### src/rtl/keypad_scanner.sv
// keypad_scanner: 4x4 matrix keypad row scanner with press/release debounce.
// Drives one-hot rows, samples synchronized columns at the end of each row
// dwell, debounces a single pressed key and emits a one-cycle key_valid
// strobe together with the hex key code.
// Optional build macro: KEYPAD_AUTOREPEAT_EN (auto-repeat strobes while held).
//
// state    | meaning
// ---------+-----------------------------------------------------------
// SCAN     | rotating row drive, columns evaluated at end of each dwell
// DB_PRESS | rows frozen, candidate key must stay stable DB_CYCLES cycles
// HELD     | key accepted; waiting DB_CYCLES consecutive all-zero cycles

`timescale 1ns/1ps

module keypad_scanner #(
  parameter int SCAN_DIV      = 4,
  parameter int DB_CYCLES     = 20,
  parameter int REPEAT_CYCLES = 100
) (
  input  logic       clk,
  input  logic       reset,
  input  logic [3:0] cols,
  output logic [3:0] rows,
  output logic       key_pressed,
  output logic       key_valid,
  output logic [3:0] key_code
);

  typedef enum logic [1:0] {
    SCAN     = 2'd0,
    DB_PRESS = 2'd1,
    HELD     = 2'd2
  } state_t;

  localparam int DWELL_W = $clog2(SCAN_DIV);
  localparam int DB_W    = $clog2(DB_CYCLES);

  localparam logic [DWELL_W-1:0] DWELL_LAST = DWELL_W'(SCAN_DIV - 1);
  localparam logic [DB_W-1:0]    DB_LAST    = DB_W'(DB_CYCLES - 1);

  // Reject parameter values the timing of the scanner cannot support.
  if (SCAN_DIV < 4) begin : g_bad_scan_div
    $error("keypad_scanner: SCAN_DIV must be >= 4");
  end
  if (DB_CYCLES < 2) begin : g_bad_db_cycles
    $error("keypad_scanner: DB_CYCLES must be >= 2");
  end
  if (REPEAT_CYCLES < 2) begin : g_bad_repeat_cycles
    $error("keypad_scanner: REPEAT_CYCLES must be >= 2");
  end

  state_t             state;
  logic [1:0]         row_idx;
  logic [DWELL_W-1:0] dwell_cnt;
  logic [DB_W-1:0]    db_cnt;
  logic [1:0]         cap_col;
  logic [3:0]         sync1;
  logic [3:0]         col_s;

  logic               col_onehot;
  logic [1:0]         col_enc;
  logic [3:0]         cap_mask;
  logic               release_done;

`ifdef KEYPAD_AUTOREPEAT_EN
  localparam int RPT_W = $clog2(REPEAT_CYCLES);
  localparam logic [RPT_W-1:0] RPT_LAST = RPT_W'(REPEAT_CYCLES - 1);
  logic [RPT_W-1:0] rpt_cnt;
`endif

  function automatic logic [3:0] row_onehot(input logic [1:0] idx);
    return 4'b0001 << idx;
  endfunction

  // Row index and column index to the printed keypad legend.
  function automatic logic [3:0] map_key(input logic [1:0] r, input logic [1:0] c);
    logic [3:0] code;
    case ({r, c})
      4'd0:    code = 4'h1;
      4'd1:    code = 4'h2;
      4'd2:    code = 4'h3;
      4'd3:    code = 4'hA;
      4'd4:    code = 4'h4;
      4'd5:    code = 4'h5;
      4'd6:    code = 4'h6;
      4'd7:    code = 4'hB;
      4'd8:    code = 4'h7;
      4'd9:    code = 4'h8;
      4'd10:   code = 4'h9;
      4'd11:   code = 4'hC;
      4'd12:   code = 4'hE;
      4'd13:   code = 4'h0;
      4'd14:   code = 4'hF;
      default: code = 4'hD;
    endcase
    return code;
  endfunction

  // Two-flop synchronizer for the asynchronous column inputs.
  always_ff @(posedge clk) begin
    if (reset) begin
      sync1 <= 4'b0000;
      col_s <= 4'b0000;
    end else begin
      sync1 <= cols;
      col_s <= sync1;
    end
  end

  // Single-column detect and encode; multiple columns count as no key.
  always_comb begin
    col_onehot = 1'b0;
    col_enc    = 2'd0;
    case (col_s)
      4'b0001: begin col_onehot = 1'b1; col_enc = 2'd0; end
      4'b0010: begin col_onehot = 1'b1; col_enc = 2'd1; end
      4'b0100: begin col_onehot = 1'b1; col_enc = 2'd2; end
      4'b1000: begin col_onehot = 1'b1; col_enc = 2'd3; end
      default: begin col_onehot = 1'b0; col_enc = 2'd0; end
    endcase
  end

  assign cap_mask     = 4'b0001 << cap_col;
  assign release_done = (col_s == 4'b0000) && (db_cnt == DB_LAST);

  // Scan / debounce / hold sequencer with registered outputs.
  always_ff @(posedge clk) begin
    if (reset) begin
      state       <= SCAN;
      row_idx     <= 2'd0;
      rows        <= 4'b0001;
      dwell_cnt   <= '0;
      db_cnt      <= '0;
      cap_col     <= 2'd0;
      key_pressed <= 1'b0;
      key_valid   <= 1'b0;
      key_code    <= 4'h0;
`ifdef KEYPAD_AUTOREPEAT_EN
      rpt_cnt     <= '0;
`endif
    end else begin
      key_valid <= 1'b0;
      case (state)
        SCAN: begin
          if (dwell_cnt == DWELL_LAST) begin
            dwell_cnt <= '0;
            if (col_onehot) begin
              cap_col <= col_enc;
              db_cnt  <= '0;
              state   <= DB_PRESS;
            end else begin
              row_idx <= row_idx + 2'd1;
              rows    <= row_onehot(row_idx + 2'd1);
            end
          end else begin
            dwell_cnt <= dwell_cnt + 1'b1;
          end
        end

        DB_PRESS: begin
          if (col_s == cap_mask) begin
            if (db_cnt == DB_LAST) begin
              key_code    <= map_key(row_idx, cap_col);
              key_valid   <= 1'b1;
              key_pressed <= 1'b1;
              db_cnt      <= '0;
              state       <= HELD;
`ifdef KEYPAD_AUTOREPEAT_EN
              rpt_cnt     <= '0;
`endif
            end else begin
              db_cnt <= db_cnt + 1'b1;
            end
          end else begin
            // Bounce or a different key: abandon and keep scanning.
            db_cnt    <= '0;
            dwell_cnt <= '0;
            row_idx   <= row_idx + 2'd1;
            rows      <= row_onehot(row_idx + 2'd1);
            state     <= SCAN;
          end
        end

        HELD: begin
          // Release counter reuses db_cnt; any nonzero column restarts it.
          if (col_s == 4'b0000) begin
            if (release_done) begin
              key_pressed <= 1'b0;
              db_cnt      <= '0;
              dwell_cnt   <= '0;
              row_idx     <= row_idx + 2'd1;
              rows        <= row_onehot(row_idx + 2'd1);
              state       <= SCAN;
            end else begin
              db_cnt <= db_cnt + 1'b1;
            end
          end else begin
            db_cnt <= '0;
          end
`ifdef KEYPAD_AUTOREPEAT_EN
          // A release completing this cycle wins over a due repeat.
          if (release_done) begin
            rpt_cnt <= '0;
          end else if (rpt_cnt == RPT_LAST) begin
            rpt_cnt   <= '0;
            key_valid <= 1'b1;
          end else begin
            rpt_cnt <= rpt_cnt + 1'b1;
          end
`endif
        end

        default: begin
          state     <= SCAN;
          dwell_cnt <= '0;
          db_cnt    <= '0;
        end
      endcase
    end
  end

endmodule
### config.mk
export PLATFORM = sky130hd
export DESIGN_NAME = keypad_scanner
export DESIGN_NICKNAME = d
export VERILOG_FILES = /design/src/rtl/keypad_scanner.sv
export SDC_FILE = /design/constraint.sdc
export NUM_CORES = 1
export LEC_CHECK = 0
export ABC_CLOCK_PERIOD_IN_PS = 4100
export BUFFER_PORTS_ARGS = -buffer_cell sky130_fd_sc_hd__buf_4
export CAP_MARGIN = 20
export CORE_ASPECT_RATIO = 1.2
export CORE_MARGIN = 10
export CORE_UTILIZATION = 50
export CTS_BUF_LIST = sky130_fd_sc_hd__clkbuf_16
export CTS_CLUSTER_DIAMETER = 30
export DETAILED_ROUTE_END_ITERATION = 6
export HOLD_SLACK_MARGIN = 0.03
export PLACE_DENSITY = 0.79
export SLEW_MARGIN = 10
export SYNTH_ARGS = -nofsm -noshare
export SYNTH_HDL_FRONTEND = slang
export SYNTH_SLANG_ARGS = --single-unit
### constraint.sdc
create_clock -name clk -period 4.1 [get_ports clk]
set_input_delay 0.82 -clock clk [delete_from_list [all_inputs] [get_ports clk]]
set_output_delay 0.82 -clock clk [all_outputs]
set_load 0.05 [all_outputs]
# Yosys cells after proc, flatten, opt, wreduce, memory -nomap -nowiden
# Memories as Yosys holds them, arrays and structs flattened. A register that Yosys moved wholly into a read port is not among the register bits.
# Cells that the tools add are included.
op_classes:
  n_addsub: 3
  eq_ne: 18
  n_shift: 2
  n_mux: 37
  bitwise: 2
  reduce_logical: 14
op_table:
  columns: ["operator", "n"]
  rows:
  - ["$mux W5", 6]
  - ["$mux W2", 13]
  - ["$pmux W2 S3", 4]
  - ["$mux W4", 5]
  - ["$ne A2 B2 Y1 const B", 8]
  - ["$pmux W5 S3", 1]
  - ["$pmux W4 S3", 1]
  - ["$reduce_and A5 Y1", 2]
  - ["$reduce_and A3 Y1", 3]
  - ["$shl A1 B2 Y4 const A", 2]
  - ["$mux W1", 6]
  - ["$reduce_and A6 Y1", 1]
  - ["$add A5 B1 Y5 const B", 1]
  - ["$eq A5 B5 Y1 const B", 1]
  - ["$add A2 B1 Y2 const B", 2]
  - ["$eq A2 B2 Y1 const B", 2]
  - ["$eq A4 B1 Y1 const B", 1]
  - ["$eq A4 B2 Y1 const B", 1]
  - ["$eq A4 B3 Y1 const B", 1]
  - ["$eq A4 B4 Y1", 1]
  - ["$eq A4 B4 Y1 const B", 1]
  - ["$logic_not A4 Y1", 1]
  - ["$reduce_or A4 Y1", 1]
  - ["$ne A3 B3 Y1 const B", 1]
  - ["other kinds (9)", 10]
word_totals:
  regBits: 27
  mem_bits_ro: 64
  inputBits: 6
  out_inout_bits: 10
  word_cells: 87
  memories: 1
memory_table:
  columns: ["name", "words", "width", "read_ports", "rd_clocked_by_memory_dff", "write_ports", "line", "text"]
  rows:
  - ["(name not given)", 16, 4, 1, 1, 0, "78", "case ({r, c})"]

# Logic depth before layout (Yosys ltp)
# Gate-level depths: netlist of the first run.
depth:
  ltp_word: 6
  depth_mapped: 7
  ltp_nobuf: 7

# Worst setup path after synthesis of the first run
# OpenSTA, ideal clock, no wires.
synth_timing:
  path_kind: "reg-to-reg"
  startpoint: "reg col_s[1]"
  endpoint: "reg row_idx[0]"
  setup_time_ns: 0.121
  t_arrival_ns: 1.922
  required_ns: 3.979
  path_slack_ns: 2.057
  path_stages_with_launch: 7
  path_buffers: 1
  period_less_slack_ns: 2.043
  cell_sequence: "dfxtp_1 -> buf_6 -> or4_4 -> o21ai_4 -> o21ai_2 -> a211oi_4 -> mux2_4"
synth_via:
  elab_chain_cells: 5
  elab_cells_between_ends: 14
  classes_between: "eq/ne (9); mux (1); reduce/logical (4)"
synth_lines:
  columns: ["item", "line", "text"]
  rows:
  - ["from (decl)", "58", "logic [3:0] col_s;"]
  - ["from (signal assigned)", "106", "col_s <= sync1;"]
  - ["$eq A4 B4 Y1 (tied with other cells)", "114", "case (col_s)"]
  - ["$reduce_or A4 Y1 (no source line)", null, null]
  - ["$mux W1", "114", null]
  - ["$ne A2 B2 Y1 (no source line)", null, null]
  - ["$reduce_and A6 Y1 (no source line) *", null, null]
  - ["to (signal assigned)", "152", "row_idx <= row_idx + 2'd1;"]
  - ["to (signal assigned)", "178", "row_idx <= row_idx + 2'd1;"]
  - ["to (signal assigned)", "191", "row_idx <= row_idx + 2'd1;"]
  - ["to (decl)", "53", "logic [1:0] row_idx;"]
# Mark *: on every way between the ends. The rest lies on a longest branch, timed or not.
# A chain may end at the register's enable or synchronous reset.

# Worst setup path after layout of the first run
layout_timing:
  startpoint: "reg cap_col[0]"
  endpoint: "reg db_cnt[3]"
layout_via:
  elab_chain_cells: 4
layout_lines:
  columns: ["item", "line", "text"]
  rows:
  - ["from (decl)", "56", "logic [1:0] cap_col;"]
  - ["from (signal assigned)", "148", "cap_col <= col_enc;"]
  - ["$shl A1 B2 Y4", "123", "assign cap_mask = 4'b0001 << cap_col;"]
  - ["$eq A4 B4 Y1", "161", "if (col_s == cap_mask) begin"]
  - ["$mux W5", "161", null]
  - ["$pmux W5 S3", "143", "case (state)"]
  - ["to (signal assigned)", "172", "db_cnt <= db_cnt + 1'b1;"]
  - ["to (signal assigned)", "195", "db_cnt <= db_cnt + 1'b1;"]
  - ["to (decl)", "55", "logic [DB_W-1:0] db_cnt;"]
# No other way between the ends.

==> summary.md, run 1 <==
| Metric | Value |
|---|---|
| Status | completed |
| Worst vdd ir | 0.365 mV |
| 1st-iter DRT viols | 76 |
| DR vias/cell | 5.55 |
| Ys async rst share | 0 |
| Chip width | 74.4 um |
| Total track usage | 0.117 |
| Share of cells above drive strength 1 | 0.171 |
| Unique cell type count in the Yosys netlist | 43 |
| Hold/Removal Path Class | reg2reg |
| Global-route wire length before repair | 6.04 mm |
| Setup CP Type | reg2reg |
| Slowest CP cell | dfxtp_1 |
| Syn Nets | 212 |
| Clock latency on the worst-skew pair | 0.28 ns |
| Drt first pass iters | 4 |
| H-tree level count | 2 |
| Placement row count | 23 |
| Final Max Slew Viols | 0 |
| Initial antenna violation count | 0 |
| Cell area power density | 495 nW/um^2 |
| Fin util | 0.605 |
| DP Area | 1890 um^2 |
| Critical-path cell list | inv_1, ha_1, xnor2_1, nand3_2, o21ai_1, nand4_1, o211ai_1 |
| Fmax | 0.459 GHz |
| Post_cts resized | 0 |
| Final Hold Fails | 0 |
| ANT cells | 0 |
| CTS root buf | clkbuf_16 |
| Post-detail-place hpwl | 2.40 mm |
| Final period util | 0.531 |
| I/O Pins | 16 |
| CTS buffer count | 5 |
| Post-synth EDFFs | 0 |
| Critical Path End Type | flip-flop |
| Crit start category | flip-flop |
| Area Growth Syn to Fin | 14.9% |
| Number of routed nets with antenna violations | 0 |
| CTS sink cnt | 31 |
| Deepest clock path buffer count | 2 |
| Ys Warns | 0 |
| Clk pin slew, worst setup/hold paths | 0.05 ns |
| Max-slew headroom | 0.680 |
| GRT overflow | 0 |
| Worst-Margin Slew | 0.478 ns |
| Routed vias | 1342 |
| Wirelength, routed | 3.49 mm |
| Syn Area/Cell | 9.34 um^2 |
| CP arrival | 2.38 ns |
| Top post-synthesis cells by count | dfxtp_1, ha_1, nor2_1, nand2b_1 |
| Hold buffers post-CTS | 0 |
| Cells after synthesis | 190 |
| Synth Register Bits | 31 |
| Synth area leader | dfxtp_1 |
| WP data required | 4.30 ns |
| Overall die height | 85.3 um |
| Post-synth top area share | 0.350 |
| CTS tree | done |
| Synth Cell Area | 1770 um^2 |
| PortBufs | 15 |
| Pin count of the biggest net entering global routing | 42 |
| Setup_tns | 0 ns |
| Finished Cell Area | 2040 um^2 |
| Final setup fails | 0 |
| Initial core utilization | 0.527 |
| Post-synthesis sequential area ratio | 0.350 |
| Core ar. | 3370 um^2 |
| Vias in the first global route | 1344 |
| Leak pwr | 0.754 nW |
| Clock skew | 0.00250 ns |
| Final nets | 226 |
| GP Congestion | 0.836 |
| RSZ-0062 raised after global routing | no |
| Setup bufs post-CTS | 0 |
| Synth top area cells | dfxtp_1, ha_1, mux2i_1 |
| Top_reg_cell synth | dfxtp_1 |
| Post-route DRC | 0 |
| Crit-path max FO | 7 |
| Most frequent cell after synthesis | dfxtp_1 |
| Slowest Stage Delay on Critical Path | 0.45 ns |
| Final min period | 2.18 ns |
| Routed WL per cell | 14.4 um |
| # Max-Cap Violations | 0 |
| DIE AREA | 6340 um^2 |
-- logic make-up after synthesis --
group	count (synthesis)	share of synthesized area
mux	11	0.0719
buf+inv	17	0.0416
flops	31	0.350
xor+xnor	6	0.0296
fa+ha+maj	16	0.113
compound gates	33	0.137
simple gates	76	0.257
-- path summary, 6_finish.rpt --
check | cells past startpoint | start | slack (ns) | to
worst max-delay path | 7 | cap_col[0]$_SDFFE_PP0P_ | 1.92 | db_cnt[3]$_SDFFE_PP0P_
worst min-delay path | 1 | sync1[3]$_SDFF_PP0_ | 0.43 | col_s[3]$_SDFF_PP0_
worst max register to register | 7 | cap_col[0]$_SDFFE_PP0P_ | 1.92 | db_cnt[3]$_SDFFE_PP0P_
worst min register to register | 1 | sync1[3]$_SDFF_PP0_ | 0.43 | col_s[3]$_SDFF_PP0_
-- flip-flops by register name (all words and copies together), names as in the netlist --
name         count
key_code         4
db_cnt           5
dwell_cnt        2
state            2
col_s            4
sync1            4
row_idx          2
key_valid        1
cap_col          2
key_pressed      1
rows             4
-- worst max-delay path: cells and delay by family, from the launching register on --
family,cells,cell delay (ns)
AOI/OAI and AO/OA,2,0.63
xor gates and xnor gates,1,0.21
adders and majority gates,1,0.25
buffers and inverters,1,0.14
DFF,1,0.45
and+or+nand+nor,2,0.42
-- power by group --
part	switching [mW]	total (mW)	internal, mW
registers	0.0307	0.366	0.335
logic	0.171	0.286	0.115
clock network	0.134	0.357	0.223
total	0.336	1.01	0.673
-- metrics by stage --
stage | setup slack [ns] | std cells | power [mW] | hold WS, ns
finish | 1.92 | 242 | 1.01 | 0.432
global route | 1.68 | 242 | 1.06 | 0.456
CTS | 1.93 | 242 | 1.02 | 0.436
detailed placement | 1.94 | 234 | 0.654 | 0.423
global placement | 2.00 | 234 | 0.651 | 0.419
floorplan | 2.06 | 190 | 0.591 | 0.414
-- layout make-up --
type,instances,area (um^2)
Tap cell,37,46.3
Timing Repair Buffer,15,113
Fill cell,288,1330
Sequential cell,31,621
Clock buffer,5,125
Inverter,9,33.8
Clock inverter,3,20.0
Multi-Input combinational cell,142,1080
-- layout by cell type, fill, tap and decap left out, types with 3 or more instances in the layout --
cell       count
mux2i_1        9
and2_1         4
ha_1          16
xnor2_1        4
nor3_1         5
nand2_1        9
nand3b_1       4
nand2b_1      12
o21ai_0        3
dfxtp_1       31
clkbuf_16      5
a211oi_1       5
a21oi_1        9
nand4_1        6
o211ai_1       4
nor2_1        13
nor2b_1        9
inv_1          7
nand3_1        4
buf_4         15
-- metal layers --
| metal | global-route usage | wire (um) | up-vias |
|---|---|---|---|
| li1 | - | - | 696 |
| met1 | 0.131 | 1520 | 627 |
| met2 | 0.195 | 1830 | 15 |
| met3 | 0.0385 | 102 | 4 |
| met4 | 0.0483 | 36 | 0 |
| met5 | 0 | 0 | - |
(Power assumes the default switching activity.)
==> run 2: changes to the inputs <==
Settings changed: ABC_CLOCK_PERIOD_IN_PS 4100 to 2100.
Clock period 4.1 ns to 2.1 ns, I/O delays scaled along.
==> run 2 against run 1 <==
Against the previous run: first-iteration DRC count shrank 16%; total power increased by 95%; die area unchanged; largest power group unchanged; hold slack got worse by 0.080 ns; utilization rose by 1.6 points; register-to-register slack got worse by 1.8 ns; non-clock buffer count rose by 7; count of clock-buffer cells in the layout stayed put.
==> summary.md, run 2 (synthesized netlist as in run 1, its figures left out) <==
| Metric | Value |
|---|---|
| Crit. path cell count | 6 (was 7) |
| H-tree level count | 2 (unchanged) |
| Hold path cells | 2 (was 1) |
| Final Hold Fails | 0 (unchanged) |
| RSZ-0062 raised after global routing | no (unchanged) |
| Worst slack, placed | 0.0932 ns (was 1.94 ns) |
| CP arrival | 2.16 ns (was 2.38 ns) |
| Bufs and invs on worst path | 1 (unchanged) |
| I/O Pins | 16 (unchanged) |
| Worst-Margin Slew | 0.382 ns (was 0.478 ns) |
| CTS tree | done (unchanged) |
| 1st-iter DRT viols | 64 (was 76) |
| Sw Share | 0.328 (was 0.333) |
| Cell internal pwr | 1.32 mW (was 0.673 mW) |
| Fmax | 0.512 GHz (was 0.459 GHz) |
| Routed vias | 1392 (was 1342) |
| Final min period | 1.95 ns (was 2.18 ns) |
| Slowest CP cell | or4_4 (was dfxtp_1) |
| Top Layer Used | met4 (unchanged) |
| Met2 WL | 1.69 mm (was 1.83 mm) |
| Final worst slack | 0.145 ns (was 1.92 ns) |
| Worst vdd ir | 0.610 mV (was 0.365 mV) |
| Hold/Removal Path Class | in2reg (was reg2reg) |
| GP Congestion | 0.839 (was 0.836) |
| Chip width | 74.4 um (unchanged) |
| Reg2reg setup slack | 0.15 ns (was 1.92 ns) |
| Clk pin slew, worst setup/hold paths | 0.05 ns (about the same) |
| Hold buffers post-CTS | 0 (unchanged) |
| Overall die height | 85.3 um (unchanged) |
| Clock latency on the worst-skew pair | 0.28 ns (about the same) |
| Area Growth Syn to Fin | 17.8% (was 14.9%) |
| Number of routed nets with antenna violations | 0 (unchanged) |
| Total track usage | 0.114 (was 0.117) |
| ANT cells | 0 (unchanged) |
| Worst path top cell family by delay | compound AO/OA/AOI/OAI gates (unchanged) |
| Clock skew | 0.00732 ns (was 0.00250 ns) |
| Drt first pass iters | 4 (unchanged) |
| # Max-Cap Violations | 0 (unchanged) |
| DR vias/cell | 5.59 (was 5.55) |
| Max-slew headroom | 0.745 (was 0.680) |
| Leak pwr | 0.791 nW (was 0.754 nW) |
| GRT overflow | 0 (unchanged) |
| Cell area power density | 941 nW/um^2 (was 495 nW/um^2) |
| Reg2Reg Launch Point | col_s[1]$_SDFF_PP0_ (was cap_col[0]$_SDFFE_PP0P_) |
| Max reg flops | 5 (unchanged) |
| Routed WL per cell | 13.9 um (was 14.4 um) |
| CTS buffer count | 5 (unchanged) |
| Slowest Stage Delay on Critical Path | 0.56 ns (was 0.45 ns) |
| Crit start category | flip-flop (unchanged) |
| Worst R2R End | row_idx[1]$_SDFFE_PP0P_ (was db_cnt[3]$_SDFFE_PP0P_) |
| Deepest clock path buffer count | 2 (unchanged) |
| Crit-path max FO | 5 (was 7) |
| Final nets | 233 (was 226) |
| Final setup fails | 0 (unchanged) |
| Pin count of the biggest net entering global routing | 42 (unchanged) |
| Vias in the first global route | 1372 (was 1344) |
| Critical Path End Type | flip-flop (unchanged) |
| WP data required | 2.30 ns (was 4.30 ns) |
| Placement row count | 23 (unchanged) |
| Global-route wire length before repair | 5.96 mm (was 6.04 mm) |
| Setup CP Type | reg2reg (unchanged) |
| Status | completed (unchanged) |
| Initial core utilization | 0.527 (unchanged) |
| Post-detail-place hpwl | 2.45 mm (was 2.40 mm) |
| Comb pwr share | 0.292 (was 0.283) |
| Final period util | 0.931 (was 0.531) |
| Wl on met1 | 1.55 mm (was 1.52 mm) |
| Post-route DRC | 0 (unchanged) |
| Met3 WL | 145 um (was 102 um) |
| Commonest cells after routing, fill and taps aside | dfxtp_1, buf_4, ha_1 (was dfxtp_1, ha_1, buf_4) |
| Most flop-heavy register | db_cnt (unchanged) |
| Core ar. | 3370 um^2 (unchanged) |
| CTS root buf | clkbuf_16 (unchanged) |
| Critical-path cell list | or4_4, o21ai_4, o21ai_2, a211oi_4, buf_4, mux2i_1 (was inv_1, ha_1, xnor2_1, nand3_2, o21ai_1, nand4_1, o211ai_1) |
| Switch Pwr | 0.645 mW (was 0.336 mW) |
| Initial antenna violation count | 0 (unchanged) |
| Setup_tns | 0 ns (unchanged) |
| Clock power share | 0.346 (was 0.354) |
| Flop pwr share | 0.361 (was 0.362) |
| Final Max Slew Viols | 0 (unchanged) |
| Share of cells above drive strength 1 | 0.203 (was 0.171) |
| PortBufs | 15 (unchanged) |
| Commonest non-fill, non-tap cell in the layout | dfxtp_1 (unchanged) |
| DIE AREA | 6340 um^2 (unchanged) |
| Worst setup path startpoint | col_s[1]$_SDFF_PP0_ (was cap_col[0]$_SDFFE_PP0P_) |
| Fin util | 0.621 (was 0.605) |
| Critical path endpoint | row_idx[1]$_SDFFE_PP0P_ (was db_cnt[3]$_SDFFE_PP0P_) |
| Setup bufs post-CTS | 0 (unchanged) |
| CTS sink cnt | 31 (unchanged) |
| Wirelength, routed | 3.46 mm (was 3.49 mm) |
| R2r worst-path depth | 6 (was 7) |
[run 2: worst reg2reg max path, cell delays in order (launching register included)]
cell and delay [ns]:
dfxtp_1 0.34, or4_4 0.56, o21ai_4 0.17, o21ai_2 0.12, a211oi_4 0.28, buf_4 0.21, mux2i_1 0.21
[run 2: cell type report]
cell class	instances	area, um^2
fillers	288	1280
multi-input cells	142	1080
flip-flops and latches	31	623
repair buffers	22	165
clock buffers	5	125
well taps	37	46.3
inverters	9	33.8
clock inverters	3	15.0
[run 2: how the worst min path moves through the flow]
stage	from	endpoint	slack [ns]
global route	cols[2]	sync1[2]$_SDFF_PP0_	0.36
finish	cols[3]	sync1[3]$_SDFF_PP0_	0.35
global placement	sync1[3]$_SDFF_PP0_	col_s[3]$_SDFF_PP0_	0.42
detailed placement	sync1[3]$_SDFF_PP0_	col_s[3]$_SDFF_PP0_	0.43
floorplan	sync1[0]$_SDFF_PP0_	col_s[0]$_SDFF_PP0_	0.41
CTS	cols[3]	sync1[3]$_SDFF_PP0_	0.35
[run 2: power groups by stage]
stage / Sequential (mW) / Clock [mW] / Combinational [mW]
3_5_place_dp: 0.721 / 0 / 0.573
6_report: 0.711 / 0.682 / 0.575
4_1_cts: 0.711 / 0.690 / 0.575
2_1_floorplan: 0.775 / 0 / 0.378
5_1_grt: 0.719 / 0.723 / 0.633
3_3_place_gp: 0.721 / 0 / 0.562
[run 2: timing repair]
item,4_1_cts,5_1_grt
endpoints found under the hold margin,0,0
setup endpoints to repair,0,7
gates resized for setup,0,3
[run 2: metrics by stage]
step | power (mW) | cell area (um^2) | instances | hold slack [ns]
floorplan | 1.15 | 1770 | 190 | 0.414
global placement | 1.28 | 1950 | 241 | 0.416
detailed placement | 1.29 | 1950 | 241 | 0.425
CTS | 1.98 | 2090 | 249 | 0.351
global route | 2.08 | 2090 | 249 | 0.360
finish | 1.97 | 2090 | 249 | 0.352
[run 2: routing by layer]
metal  track usage  up-vias
met2         0.184       29
li1              -      708
met1         0.131      646
met4        0.0450        0
met5             0        -
met3        0.0431        9
